`src/rtl/ai_cache_arbiter.sv`:
```
// Round-robin arbiter sharing one direct-mapped cache among NUM_REQ requesters.
// Sequences registered cache lookups, refills misses from backing memory, writes through.
module ai_cache_arbiter #(
    parameter int NUM_REQ    = 4,
    parameter int ADDR_WIDTH = 32,
    parameter int DATA_WIDTH = 128,
    localparam int ID_W      = $clog2(NUM_REQ)
) (
    input  logic                          clk,
    input  logic                          reset,
    input  logic [NUM_REQ-1:0]            req_valid,
    input  logic [NUM_REQ-1:0]            req_write,
    input  logic [NUM_REQ*ADDR_WIDTH-1:0] req_addr,
    input  logic [NUM_REQ*DATA_WIDTH-1:0] req_wdata,
    output logic [NUM_REQ-1:0]            req_ready,
    output logic                          rsp_valid,
    output logic [ID_W-1:0]               rsp_id,
    output logic                          rsp_hit,
    output logic [DATA_WIDTH-1:0]         rsp_data,
    output logic                          cache_read_en,
    output logic                          cache_write_en,
    output logic [ADDR_WIDTH-1:0]         cache_addr,
    output logic [DATA_WIDTH-1:0]         cache_write_data,
    input  logic [DATA_WIDTH-1:0]         cache_read_data,
    input  logic                          cache_hit,
    output logic                          mem_req_valid,
    input  logic                          mem_req_ready,
    output logic                          mem_req_write,
    output logic [ADDR_WIDTH-1:0]         mem_addr,
    output logic [DATA_WIDTH-1:0]         mem_wdata,
    input  logic                          mem_rsp_valid,
    input  logic [DATA_WIDTH-1:0]         mem_rsp_data,
    output logic                          busy
);

    typedef enum logic [3:0] {
        IDLE, LOOKUP, CHECK, MISS_REQ, MISS_WAIT, FILL, WR_CACHE, MEM_WR, RESP
    } state_t;

    state_t                  state_q, state_d;
    logic [ID_W-1:0]         last_grant_q, last_grant_d;
    logic [ID_W-1:0]         id_q, id_d;
    logic [ADDR_WIDTH-1:0]   addr_q, addr_d;
    logic [DATA_WIDTH-1:0]   wdata_q, wdata_d;
    logic [DATA_WIDTH-1:0]   data_q, data_d;
    logic                    hit_q, hit_d;

    logic                    grant_found;
    logic [ID_W-1:0]         grant_idx;
    logic [ID_W:0]           cand;

    // Search starts one past the last winner; the extra bit absorbs the wrap.
    always_comb begin
        grant_found = 1'b0;
        grant_idx   = '0;
        cand        = '0;
        for (int unsigned off = 1; off <= NUM_REQ; off++) begin
            cand = {1'b0, last_grant_q} + (ID_W+1)'(off);
            if (cand >= (ID_W+1)'(NUM_REQ)) begin
                cand = cand - (ID_W+1)'(NUM_REQ);
            end
            if (reset && !grant_found && req_valid[cand[ID_W-1:0]]) begin
                grant_found = 1'b1;
                grant_idx   = cand[ID_W-1:0];
            end
        end
    end

    always_comb begin
        state_d          = state_q;
        last_grant_d     = last_grant_q;
        id_d             = id_q;
        addr_d           = addr_q;
        wdata_d          = wdata_q;
        data_d           = data_q;
        hit_d            = hit_q;
        req_ready        = '0;
        rsp_valid        = 1'b0;
        rsp_id           = '0;
        rsp_hit          = 1'b0;
        rsp_data         = '0;
        cache_read_en    = 1'b0;
        cache_write_en   = 1'b0;
        cache_addr       = '0;
        cache_write_data = '0;
        mem_req_valid    = 1'b0;
        mem_req_write    = 1'b0;
        mem_addr         = '0;
        mem_wdata        = '0;

        unique case (state_q)
            IDLE: begin
                if (grant_found) begin
                    req_ready    = NUM_REQ'(1) << grant_idx;
                    last_grant_d = grant_idx;
                    id_d         = grant_idx;
                    addr_d       = req_addr[grant_idx*ADDR_WIDTH +: ADDR_WIDTH];
                    wdata_d      = req_wdata[grant_idx*DATA_WIDTH +: DATA_WIDTH];
                    data_d       = '0;
                    hit_d        = 1'b0;
                    state_d      = req_write[grant_idx] ? WR_CACHE : LOOKUP;
                end
            end
            LOOKUP: begin
                cache_read_en = 1'b1;
                cache_addr    = addr_q;
                state_d       = CHECK;
            end
            CHECK: begin
                if (cache_hit) begin
                    data_d  = cache_read_data;
                    hit_d   = 1'b1;
                    state_d = RESP;
                end else begin
                    state_d = MISS_REQ;
                end
            end
            MISS_REQ: begin
                mem_req_valid = 1'b1;
                mem_addr      = addr_q;
                if (mem_req_ready) state_d = MISS_WAIT;
            end
            MISS_WAIT: begin
                if (mem_rsp_valid) begin
                    data_d  = mem_rsp_data;
                    state_d = FILL;
                end
            end
            FILL: begin
                cache_write_en   = 1'b1;
                cache_addr       = addr_q;
                cache_write_data = data_q;
                state_d          = RESP;
            end
            WR_CACHE: begin
                cache_write_en   = 1'b1;
                cache_addr       = addr_q;
                cache_write_data = wdata_q;
                state_d          = MEM_WR;
            end
            MEM_WR: begin
                mem_req_valid = 1'b1;
                mem_req_write = 1'b1;
                mem_addr      = addr_q;
                mem_wdata     = wdata_q;
                if (mem_req_ready) state_d = RESP;
            end
            RESP: begin
                rsp_valid = 1'b1;
                rsp_id    = id_q;
                rsp_hit   = hit_q;
                rsp_data  = data_q;
                state_d   = IDLE;
            end
            default: state_d = IDLE;
        endcase
    end

    always_ff @(posedge clk or negedge reset) begin
        if (!reset) begin
            state_q      <= IDLE;
            last_grant_q <= ID_W'(NUM_REQ - 1);
            id_q         <= '0;
            addr_q       <= '0;
            wdata_q      <= '0;
            data_q       <= '0;
            hit_q        <= 1'b0;
        end else begin
            state_q      <= state_d;
            last_grant_q <= last_grant_d;
            id_q         <= id_d;
            addr_q       <= addr_d;
            wdata_q      <= wdata_d;
            data_q       <= data_d;
            hit_q        <= hit_d;
        end
    end

    assign busy = (state_q != IDLE);

endmodule

```
`config.mk`:
```
export PLATFORM = sky130hd
export DESIGN_NAME = ai_cache_arbiter
export DESIGN_NICKNAME = d
export VERILOG_FILES = /design/src/rtl/ai_cache_arbiter.sv
export SDC_FILE = /design/constraint.sdc
export NUM_CORES = 1
export LEC_CHECK = 0
export BUFFER_PORTS_ARGS = -buffer_cell sky130_fd_sc_hd__buf_2
export CORE_AREA = 3 3 525 527
export DETAILED_ROUTE_END_ITERATION = 8
export DIE_AREA = 0 0 528 530
export SETUP_SLACK_MARGIN = 0.2
export SLEW_MARGIN = 40
export SYNTH_ARGS = -nofsm -noshare
export SYNTH_HDL_FRONTEND = slang
export SYNTH_SLANG_ARGS = --single-unit
```
`constraint.sdc`:
```
create_clock -name clk -period 2.7 [get_ports clk]
set_input_delay 0.405 -clock clk [delete_from_list [all_inputs] [get_ports clk]]
set_output_delay 0.405 -clock clk [all_outputs]
set_load 0.05 [all_outputs]
```
# Word level (Yosys, flattened, before mapping)
# Cells that the tools add are included.
dict set report word_totals {
  out_inout_bits 461
  ff_bits 297
  input_bits 909
  word_cells 111
}
dict set report op_classes {
  reduce_logical 21
  eq_ne 13
  add_sub_neg 8
  n_lt_le_gt_ge 9
  shift 3
  muxes 50
}
# op count
set op_table {}
lappend op_table {{2-to-1 mux 128 bit} 5}
lappend op_table {{indexed part select 512 x 10 -> 128 bit} 1}
lappend op_table {{case mux 128 bit (3 select lines)} 1}
lappend op_table {{case mux 128 bit (2 select lines)} 1}
lappend op_table {{indexed part select 128 x 8 -> 32 bit} 1}
lappend op_table {{2-to-1 mux 32 bit} 2}
lappend op_table {{case mux 4 bit (8 select lines)} 1}
lappend op_table {{2-to-1 mux 4 bit} 7}
lappend op_table {{2-to-1 mux 2 bit} 9}
lappend op_table {{2-to-1 mux 1 bit} 17}
lappend op_table {{== test 4 x 3 -> 1 bit, second input constant} 4}
lappend op_table {{< comparator 2 x 3 -> 1 bit, second input constant} 5}
lappend op_table {{>= comparator 3 bit, second input constant} 4}
lappend op_table {{binary-select mux 1 bit (select 2 bit)} 5}
lappend op_table {{inequality test 2 bit, second input constant} 5}
lappend op_table {{== test 4 x 2 -> 1 bit, second input constant} 2}
lappend op_table {{AND reduction 4 bit} 2}
lappend op_table {{subtractor 2 x 1 -> 2 bit, second input constant} 4}
lappend op_table {{logical AND 1 bit} 7}
lappend op_table {{adder 2 x 2 -> 3 bit, second input constant} 2}
lappend op_table {{== test 4 x 1 -> 1 bit, second input constant} 1}
lappend op_table {{== test 4 bit, second input constant} 1}
lappend op_table {{logical NOT 4 bit} 1}
lappend op_table {{nonzero test 4 bit} 1}
lappend op_table {{12 further kinds} 15}

# Logic depth before layout (Yosys ltp)
# Gate-level depths: netlist of the first run.
dict set report depth {
  word_depth 24
  mapped_depth 11
  ltp_nobuf 7
}

# Worst setup path after synthesis of the first run
# Ideal clock, no wire load.
dict set report synth_path {
  path_type {reg-to-output}
  startpoint {reg state_q[0]}
  endpoint {out cache_addr[10]}
  arrival_time_ps 2788
  path_stages_with_launch 7
  setup_slack_ps -493
  cell_sequence {dfrtp_1 > clkbuf_1 > nand2b_1 > nor3_1 > or2_2 > clkbuf_1 > and2_1}
}
dict set report synth_between {
  elab_chain_len 3
  elab_cells_between_ends 5
}
# item line
set synth_rtl {}
lappend synth_rtl {{start, declared} 40} ;# state_t state_q, state_d;
lappend synth_rtl {{start signal, assigned} 169} ;# state_q <= state_d;
lappend synth_rtl {{== test 4 x 3 -> 1 bit / == test 4 x 1 -> 1 bit (equally long branches)} 91} ;# unique case (state_q)
lappend synth_rtl {{OR reduction 3 bit (no source line) (*)} -}
lappend synth_rtl {{2-to-1 mux 32 bit (*)} 91}
lappend synth_rtl {{end, declared} 22} ;# output logic [ADDR_WIDTH-1:0] cache_addr,
# Every way passes the cells marked *; elsewhere a longest branch is shown, timed or not.

# Worst setup path in the final report of the first run
dict set report layout_path {
  startpoint {reg last_grant_q[1]}
  endpoint {out req_ready[3]}
}
dict set report layout_between {
  elab_chain_len 22
  elab_cells_between_ends 45
}
# item line
set layout_rtl {}
lappend layout_rtl {{start, declared} 41} ;# logic [ID_W-1:0] last_grant_q, last_grant_d;
lappend layout_rtl {{start signal, assigned} 162} ;# last_grant_q <= ID_W'(NUM_REQ - 1);
lappend layout_rtl {{start signal, assigned} 170} ;# last_grant_q <= last_grant_d;
lappend layout_rtl {{adder 2 x 1 -> 3 bit} 58} ;# cand = {1'b0, last_grant_q} + (ID_W+1)'(off);
lappend layout_rtl {{>= comparator 3 bit / subtractor 2 x 1 -> 2 bit (equally long branches)} {59, 60}}
lappend layout_rtl {{2-to-1 mux 2 bit} 59} ;# if (cand >= (ID_W+1)'(NUM_REQ)) begin
lappend layout_rtl {{binary-select mux 1 bit (select 2 bit)} 62} ;# if (reset && !grant_found && req_valid[cand[ID_W-1:0]]) begin
lappend layout_rtl {{2-to-1 mux 1 bit (implied by the code)} 62}
lappend layout_rtl {{logical AND 1 bit} 62}
lappend layout_rtl {{2-to-1 mux 1 bit} 62}
lappend layout_rtl {{logical NOT 1 bit} 62}
lappend layout_rtl {{[4 not listed]} -}
lappend layout_rtl {{logical AND 1 bit (2 in series)} 62}
lappend layout_rtl {{2-to-1 mux 1 bit} 62}
lappend layout_rtl {{logical NOT 1 bit} 62}
lappend layout_rtl {{logical AND 1 bit (2 in series)} 62}
lappend layout_rtl {{2-to-1 mux 2 bit} 62}
lappend layout_rtl {{left shift 1 x 2 -> 4 bit} 94} ;# req_ready = NUM_REQ'(1) << grant_idx;
lappend layout_rtl {{2-to-1 mux 4 bit (*)} 93} ;# if (grant_found) begin
lappend layout_rtl {{2-to-1 mux 4 bit (*)} 91}
lappend layout_rtl {{end, declared} 15} ;# output logic [NUM_REQ-1:0] req_ready,
# Every way passes the cells marked *; elsewhere a longest branch is shown, timed or not. The select of a mux whose other input is x is not followed.

==> results.sh, run 1 <==
export IMPL_placed_area_mm2=0.0358
export IMPL_endpoint="req_ready[3]"
export IMPL_outcome="complete, but fails checks"
export IMPL_grt_overflow=0
export IMPL_gp_congestion=0.956
export IMPL_syn_cell_area_mm2=0.0197
export IMPL_synth_top_family_by_area="compound AO/OA/AOI/OAI gates"
export IMPL_synthMuxAreaShare=0.171
export IMPL_max_freq_ghz=0.308
export IMPL_period_share=1.20
export IMPL_dpl_hpwl_um=173000
export IMPL_area_growth_pct=116
export IMPL_rsz0062_at_grt="yes"
export IMPL_synth_fa_ha_area_frac=0
export IMPL_r2r_end="wdata_q[60]"
export IMPL_drv_slew=0
export IMPL_share_comb_of_total_power=0.647
export IMPL_syn_nets=3020
export IMPL_ys_seq_area_frac=0.378
export IMPL_finalPower_w=0.0515
export IMPL_synth_flop_cell="dfrtp_1"
export IMPL_max_slew_margin_rel=0.451
export IMPL_synth_enable_flop_cells=0
export IMPL_finalSetupViolCount=624
export IMPL_grt_first_pass_wirelength_um=262000
export IMPL_routedWlPerCell_um=28.5
export IMPL_h_tree_depth=2
export IMPL_fin_area_mm2=0.0425
export IMPL_seq_power_share=0.225
export IMPL_max_vdd_ir_drop_mv=0.597
export IMPL_switching_share=0.516
export IMPL_num_nets_final=4713
export IMPL_yosys_area_share_simple=0.149
export IMPL_num_fill_cells=30200
export IMPL_finalHoldViolations=0
export IMPL_p_clk_frac=0.128
export IMPL_syn_inst=2111
export IMPL_worstSetupEndpointType="output port"
export IMPL_whs_ns=0.0733
export IMPL_grt_max_degree=99
export IMPL_antenna_found_initial=138
export IMPL_r2r_slack_ns=-0.30
export IMPL_syn_area_per_cell_um2=9.32
export IMPL_final_layout_size_suffix_gt1_frac=0.529
export IMPL_r2r_start="last_grant_q[1]"
export IMPL_ys_warn_count=0
export IMPL_arrival_ns=2.84
export IMPL_multi_input_area_mm2=0.0118
export IMPL_critPathLaunchType="register"
export IMPL_ys_types=54
export IMPL_finalCriticalPeriod_ns=3.24
export IMPL_internal_power_w=0.0249
export IMPL_synth_xor_xnor_area_share=0.000445
export IMPL_clkSinkCount=297
export IMPL_cts_tree="done"
export IMPL_reg2regPathDepth=12
export IMPL_core_mm2=0.271
export IMPL_fin_setup_tns_ns=-112.52
export IMPL_routed_via_density=3.50
export IMPL_ant_nets=0
export IMPL_drt_initial_drc_count=2062
export IMPL_tightest_slew_ns=0.823
export IMPL_num_vias=26200
export IMPL_clk_pin_slew_ns=0.06
export IMPL_utilization=0.157
export IMPL_io_buffers=1369
export IMPL_root_buffer="clkbuf_16"
export IMPL_dieArea_mm2=0.280
export IMPL_drv_cap=0
export IMPL_critPathKind="reg -> out"
export IMPL_seq_area_mm2=0.00744
export IMPL_p_sw_w=0.0265
export IMPL_grt_total_usage=0.143
export IMPL_skew_ns=0.0196
export IMPL_finalWirelength_um=214000
export IMPL_die_x_um=528
export IMPL_numCtsBuffers=46
export IMPL_dieHeight_um=530
export IMPL_pin_count=1370
export IMPL_synth_compound_area_frac=0.244
export IMPL_holdCritPathClass="in -> reg"
export IMPL_ys_ff_latch=297
export IMPL_async_flop_share=1.00
export IMPL_crit_fanout=4
export IMPL_p_per_area_mw_per_mm2=1210
export IMPL_start_util=0.0726
export IMPL_drc_errors=0
export IMPL_drt_first_pass_iters=7
export IMPL_cts_path_max_buffers=3
export IMPL_grt_pass1_vias=25500
export IMPL_crit_required_ns=2.30
export IMPL_violations="negative setup slack"
export IMPL_leakagePower_nw=18.2
export IMPL_num_rows=191
export IMPL_clk_latency_ns=0.66
export IMPL_worst_slack_ns=-0.542
export IMPL_startpoint="last_grant_q[1]"
cell type report:
| type | count | area share |
|---|---|---|
| antenna | 92 | 0.00541 |
| clock buffer | 62 | 0.0321 |
| clock inverter | 21 | 0.00550 |
| inverter | 8 | 0.000706 |
| multi-input combinational | 1589 | 0.277 |
| sequential | 297 | 0.175 |
| tap | 3570 | 0.105 |
| timing repair buffer | 1862 | 0.400 |
registers in the layout, indices dropped and copies added (netlist names):
name and flops:
addr_q 32, data_q 128, hit_q 1, id_q 2
last_grant_q 2, state_q 4, wdata_q 128
worst max-delay path, cell delays in order, from the launching register on:
cell and delay, ns:
dfstp_2 0.59, mux4_2 0.50, o21bai_4 0.20, o2bb2ai_4 0.14, nor2b_4 0.15, buf_4 0.13, buf_8 0.12, and3_4 0.19
buf_12 0.15
kinds of logic (layout without fill, tap and decap cells):
kind of cell / Yosys count / after routing
buffers and inverters: 225 / 1953
xor gates and xnor gates: 1 / 1
and+or+nand+nor: 539 / 539
muxes: 314 / 314
AOI/OAI and AO/OA: 735 / 735
other: 0 / 92
DFF: 297 / 297
power by group through the flow:
stage / clock [W] / combinational (W) / sequential [W]
6_report: 0.00659 / 0.0333 / 0.0116
3_5_place_dp: 0 / 0.0294 / 0.0117
2_1_floorplan: 0 / 0.0176 / 0.00802
3_3_place_gp: 0 / 0.0292 / 0.0117
4_1_cts: 0.00690 / 0.0325 / 0.0117
5_1_grt: 0.00698 / 0.0351 / 0.0119
cell usage in the layout, fill, tap and decap left out, types with 5 or more instances in the layout:
cell	instances
a21oi_1	285
a22o_1	107
a22o_4	21
a22oi_1	129
and2_1	250
and2_2	36
and2_4	38
buf_12	308
buf_16	20
buf_2	1020
buf_4	156
buf_6	105
buf_8	16
bufbuf_16	6
clkbuf_16	55
clkbuf_8	9
clkinv_2	8
dfrtp_1	293
diode_2	92
dlygate4sd3_1	223
inv_1	8
mux2_2	153
mux2i_1	150
nand2_1	30
nand3_1	8
nor2_1	135
nor2_4	6
o221a_2	5
o22ai_1	151
o22ai_2	5
how the worst min path moves through the flow:
| stage | start | end | cells past startpoint | slack [ns] |
|---|---|---|---|---|
| 6_report | req_wdata[490] | wdata_q[106] | 3 | 0.07 |
| 5_1_grt | mem_rsp_data[32] | data_q[32] | 3 | 0.03 |
| 3_5_place_dp | reset | last_grant_q[1] | 1 | 0.40 |
| 2_1_floorplan | reset | addr_q[0] | 0 | 0.11 |
| 3_3_place_gp | reset | last_grant_q[1] | 1 | 0.40 |
| 4_1_cts | mem_rsp_data[101] | data_q[101] | 3 | 0.00006 |
what timing repair did:
action,4_1_cts,5_1_grt
setup buffers,40,13
gates cloned,17,9
setup endpoints to repair,753,756
hold buffers,223,0
gates resized for setup,330,91
pin swaps,13,4
endpoints found under the hold margin,243,0
through the flow:
step / instances / worst slack, ns
after floorplan: 2111 / 0.0733
after global placement: 7023 / -0.224
after detailed placement: 7023 / -0.268
after CTS: 7386 / -0.652
after global routing: 7462 / -0.671
final: 7501 / -0.542
routing by layer:
layer  global-route usage  vias up  share of wire  wire [µm]
met5                    0        -        0.00083        178
met4               0.0878       28          0.068      14600
met3               0.0396      431          0.087      18600
met2                0.224     1846           0.44      95100
met1                0.173    12600           0.40      85700
li1                     -    11300              -          -
Yosys cell counts (all sizes together), types with 5 or more instances:
cell,count,area share
o221a,6,0.0034
nand3,10,0.0025
a21oi,289,0.074
and2,324,0.10
inv,8,0.0015
nor3,7,0.0018
nand2b,5,0.0016
nand2,35,0.0067
a22oi,129,0.049
mux2i,156,0.079
a22o,128,0.057
o22ai,156,0.050
dfrtp,295,0.38
clkbuf,121,0.023
nor2,141,0.027
mux2,156,0.089
buf,96,0.033
o21ai,6,0.0023
No activity file was read; power rests on OpenSTA's default activity.
==> run 2: changes to the inputs <==
ABC_AREA = 1   (was unset)
CAP_MARGIN = 20   (was unset)
CORE_AREA = 3 3 526 528   (was 3 3 525 527)
DIE_AREA = 0 0 529 531   (was 0 0 528 530)
==> results.sh, run 2 <==
export IMPL_outcome="complete, but fails checks"
export IMPL_violations="negative setup slack"
export IMPL_routed_via_density=3.57
export IMPL_finalCriticalPeriod_ns=3.23
export IMPL_period_share=1.20
export IMPL_holdCritPathClass="in -> reg"
export IMPL_reg2regPathDepth=22
export IMPL_ys_warn_count=0
export IMPL_synth_largest_area_cell="dfrtp_1"
export IMPL_r2r_slack_ns=-0.53
export IMPL_syn_nets=4309
export IMPL_min_to="wdata_q[99]"
export IMPL_drt_initial_drc_count=2142
export IMPL_io_buffers=1369
export IMPL_crit_slowest_cell="dfstp_2"
export IMPL_h_tree_depth=2
export IMPL_crit_fanout=9
export IMPL_synth_most_common_cell="inv_1"
export IMPL_r2r_end="data_q[37]"
export IMPL_ys_ff_latch=297
export IMPL_dpl_hpwl_um=183000
export IMPL_async_flop_share=1.00
export IMPL_grt_max_degree=92
export IMPL_syn_cell_area_mm2=0.0220
export IMPL_tightest_slew_ns=0.799
export IMPL_crit_buf_inv=11
export IMPL_hold_depth=3
export IMPL_synth_area_leaders="dfrtp_1, inv_1, nand2_1, nor2_1, a22o_1"
export IMPL_num_nets_final=5870
export IMPL_core_mm2=0.273
export IMPL_dieArea_mm2=0.281
export IMPL_arrival_ns=3.74
export IMPL_max_freq_ghz=0.309
export IMPL_routedWlPerCell_um=26.5
export IMPL_root_buffer="clkbuf_16"
export IMPL_grt_first_pass_wirelength_um=281000
export IMPL_drv_slew=0
export IMPL_gp_congestion=0.961
export IMPL_r2r_start="last_grant_q[0]"
export IMPL_seq_area_mm2=0.00743
export IMPL_synth_commonest_cells="inv_1, nand2_1, nor2_1"
export IMPL_clk_pin_slew_ns=0.07
export IMPL_num_rows=192
export IMPL_clkSinkCount=297
export IMPL_numCtsBuffers=42
export IMPL_syn_area_per_cell_um2=6.48
export IMPL_finalHoldViolations=0
export IMPL_critPathKind="reg -> reg"
export IMPL_final_layout_size_suffix_gt1_frac=0.445
export IMPL_critPathMaxStageDelay_ns=0.59
export IMPL_grt_overflow=0
export IMPL_syn_inst=3400
export IMPL_clk_latency_ns=0.64
export IMPL_cts_tree="done"
export IMPL_grt_total_usage=0.151
export IMPL_finalSetupViolCount=652
export IMPL_start_util=0.0807
export IMPL_reg_top3="data_q (128), wdata_q (128), addr_q (32)"
export IMPL_crit_chain="inv_4, nand2_1, nand2_2, nand2_2, nand2_2, nand2_2, nand2_2, inv_2, nand3_2, buf_4, buf_4, buf_4, buf_4, buf_4, nand3_2, buf_12, nand4_1, buf_6, clkbuf_16, buf_16, nor2_2, a21oi_1"
export IMPL_finalWirelength_um=229000
export IMPL_antenna_found_initial=140
export IMPL_die_x_um=529
export IMPL_cts_path_max_buffers=3
export IMPL_synth_enable_flop_cells=0
export IMPL_ys_seq_area_frac=0.338
export IMPL_synth_top_cell_area_share=0.335
export IMPL_utilization=0.159
export IMPL_pin_count=1370
export IMPL_min_from="req_wdata[99]"
export IMPL_drv_cap=0
export IMPL_grt_pass1_vias=29100
export IMPL_dieHeight_um=531
export IMPL_most_common_layout_cells="buf_2, inv_1, nand2_1, dfrtp_1, buf_4"
export IMPL_area_growth_pct=96.6
export IMPL_path_delay_family="buffers and inverters"
export IMPL_p_per_area_mw_per_mm2=1390
export IMPL_leakagePower_nw=21.5
export IMPL_num_fill_cells=31100
export IMPL_preCtsSetupSlack_ns=-0.214
export IMPL_num_vias=30900
export IMPL_max_slew_margin_rel=0.468
export IMPL_worstSetupEndpointType="register"
export IMPL_rsz0062_at_grt="yes"
export IMPL_ys_types=31
export IMPL_critPathLaunchType="register"
export IMPL_crit_required_ns=3.21
export IMPL_worst_slack_ns=-0.533
export IMPL_whs_ns=0.0894
export IMPL_drc_errors=0
export IMPL_max_vdd_ir_drop_mv=0.682
export IMPL_synth_flop_cell="dfrtp_1"
export IMPL_multi_input_area_mm2=0.0125
export IMPL_drt_first_pass_iters=7
export IMPL_layout_commonest_cell="buf_2"
export IMPL_ant_nets=0
export IMPL_skew_ns=0.0240
==> run 2: worst max-delay path by stage <==
| stage | cells after the start | endpoint | slack (ns) | startpoint |
|---|---|---|---|---|
| after floorplan | 7 | rsp_data[100] | -0.32 | state_q[1] |
| after global placement | 16 | addr_q[9] | -0.25 | last_grant_q[0] |
| after detailed placement | 17 | addr_q[9] | -0.21 | last_grant_q[0] |
| after CTS | 12 | req_ready[2] | -0.56 | last_grant_q[0] |
| after global routing | 15 | req_ready[2] | -0.62 | last_grant_q[0] |
| final | 22 | data_q[37] | -0.53 | last_grant_q[0] |
==> run 2: layout make-up <==
class | count | share of cell area
timing repair buffer | 1769 | 0.328
multi-input combinational | 2081 | 0.289
sequential | 297 | 0.172
tap | 3589 | 0.104
inverter | 763 | 0.0676
clock buffer | 55 | 0.0273
clock inverter | 19 | 0.00552
antenna | 75 | 0.00433
timing repair inverter | 7 | 0.00269
==> run 2: what timing repair did <==
item,in CTS,in global routing
buffers inserted,61,11
cloned,25,17
hold buffers,7,0
resized for setup,714,159
pin swaps,25,13
endpoints found under the hold margin,43,0
endpoints found under the setup margin,741,754
==> run 2: logic make-up (layout without fill, tap and decap cells) <==
kind of cell           count (synthesis)  in the layout  share of synthesized area
flip-flops                           297            297                      0.338
buffers and inverters               1022           2613                      0.188
other                                  0             75                          0
AND/OR/NAND/NOR                     1366           1366                      0.259
AO/OA/AOI/OAI                        715            715                      0.215
==> run 2: worst reg2reg max path: stages (launching register included) <==
cell and delay, ns:
dfstp_2 0.59, inv_4 0.07, nand2_1 0.07, nand2_2 0.09, nand2_2 0.09, nand2_2 0.06
nand2_2 0.06, nand2_2 0.07, inv_2 0.06, nand3_2 0.07, buf_4 0.14, buf_4 0.12
buf_4 0.12, buf_4 0.12, buf_4 0.12, nand3_2 0.08, buf_12 0.13, nand4_1 0.14
buf_6 0.18, clkbuf_16 0.19, buf_16 0.36, nor2_2 0.11, a21oi_1 0.06
==> run 2: metrics by stage <==
stage	power [W]	area, µm²	std cells	setup TNS (ns)
final	0.0603	43300	8655	-113.47
after global routing	0.0641	43200	8625	-200.96
after CTS	0.0571	42100	8551	-145.89
after detailed placement	0.0472	36700	8384	-2.45
after global placement	0.0469	36700	8384	-3.24
after floorplan	0.0287	22600	3400	-29.01
==> run 2: metal layers <==
layer  GRT usage  routed length [µm]  up-vias
met5           0                 467        -
met4      0.0798               14500       70
met3      0.0469               21100      482
li1            -                   -    14000
met1       0.182               90700    14400
met2       0.240              103000     1854
==> run 2: power by group <==
part           total (W)  switching (W)  internal (W)
Sequential       0.00768       0.000700       0.00698
Combinational     0.0465         0.0304        0.0161
Clock            0.00613        0.00258       0.00355
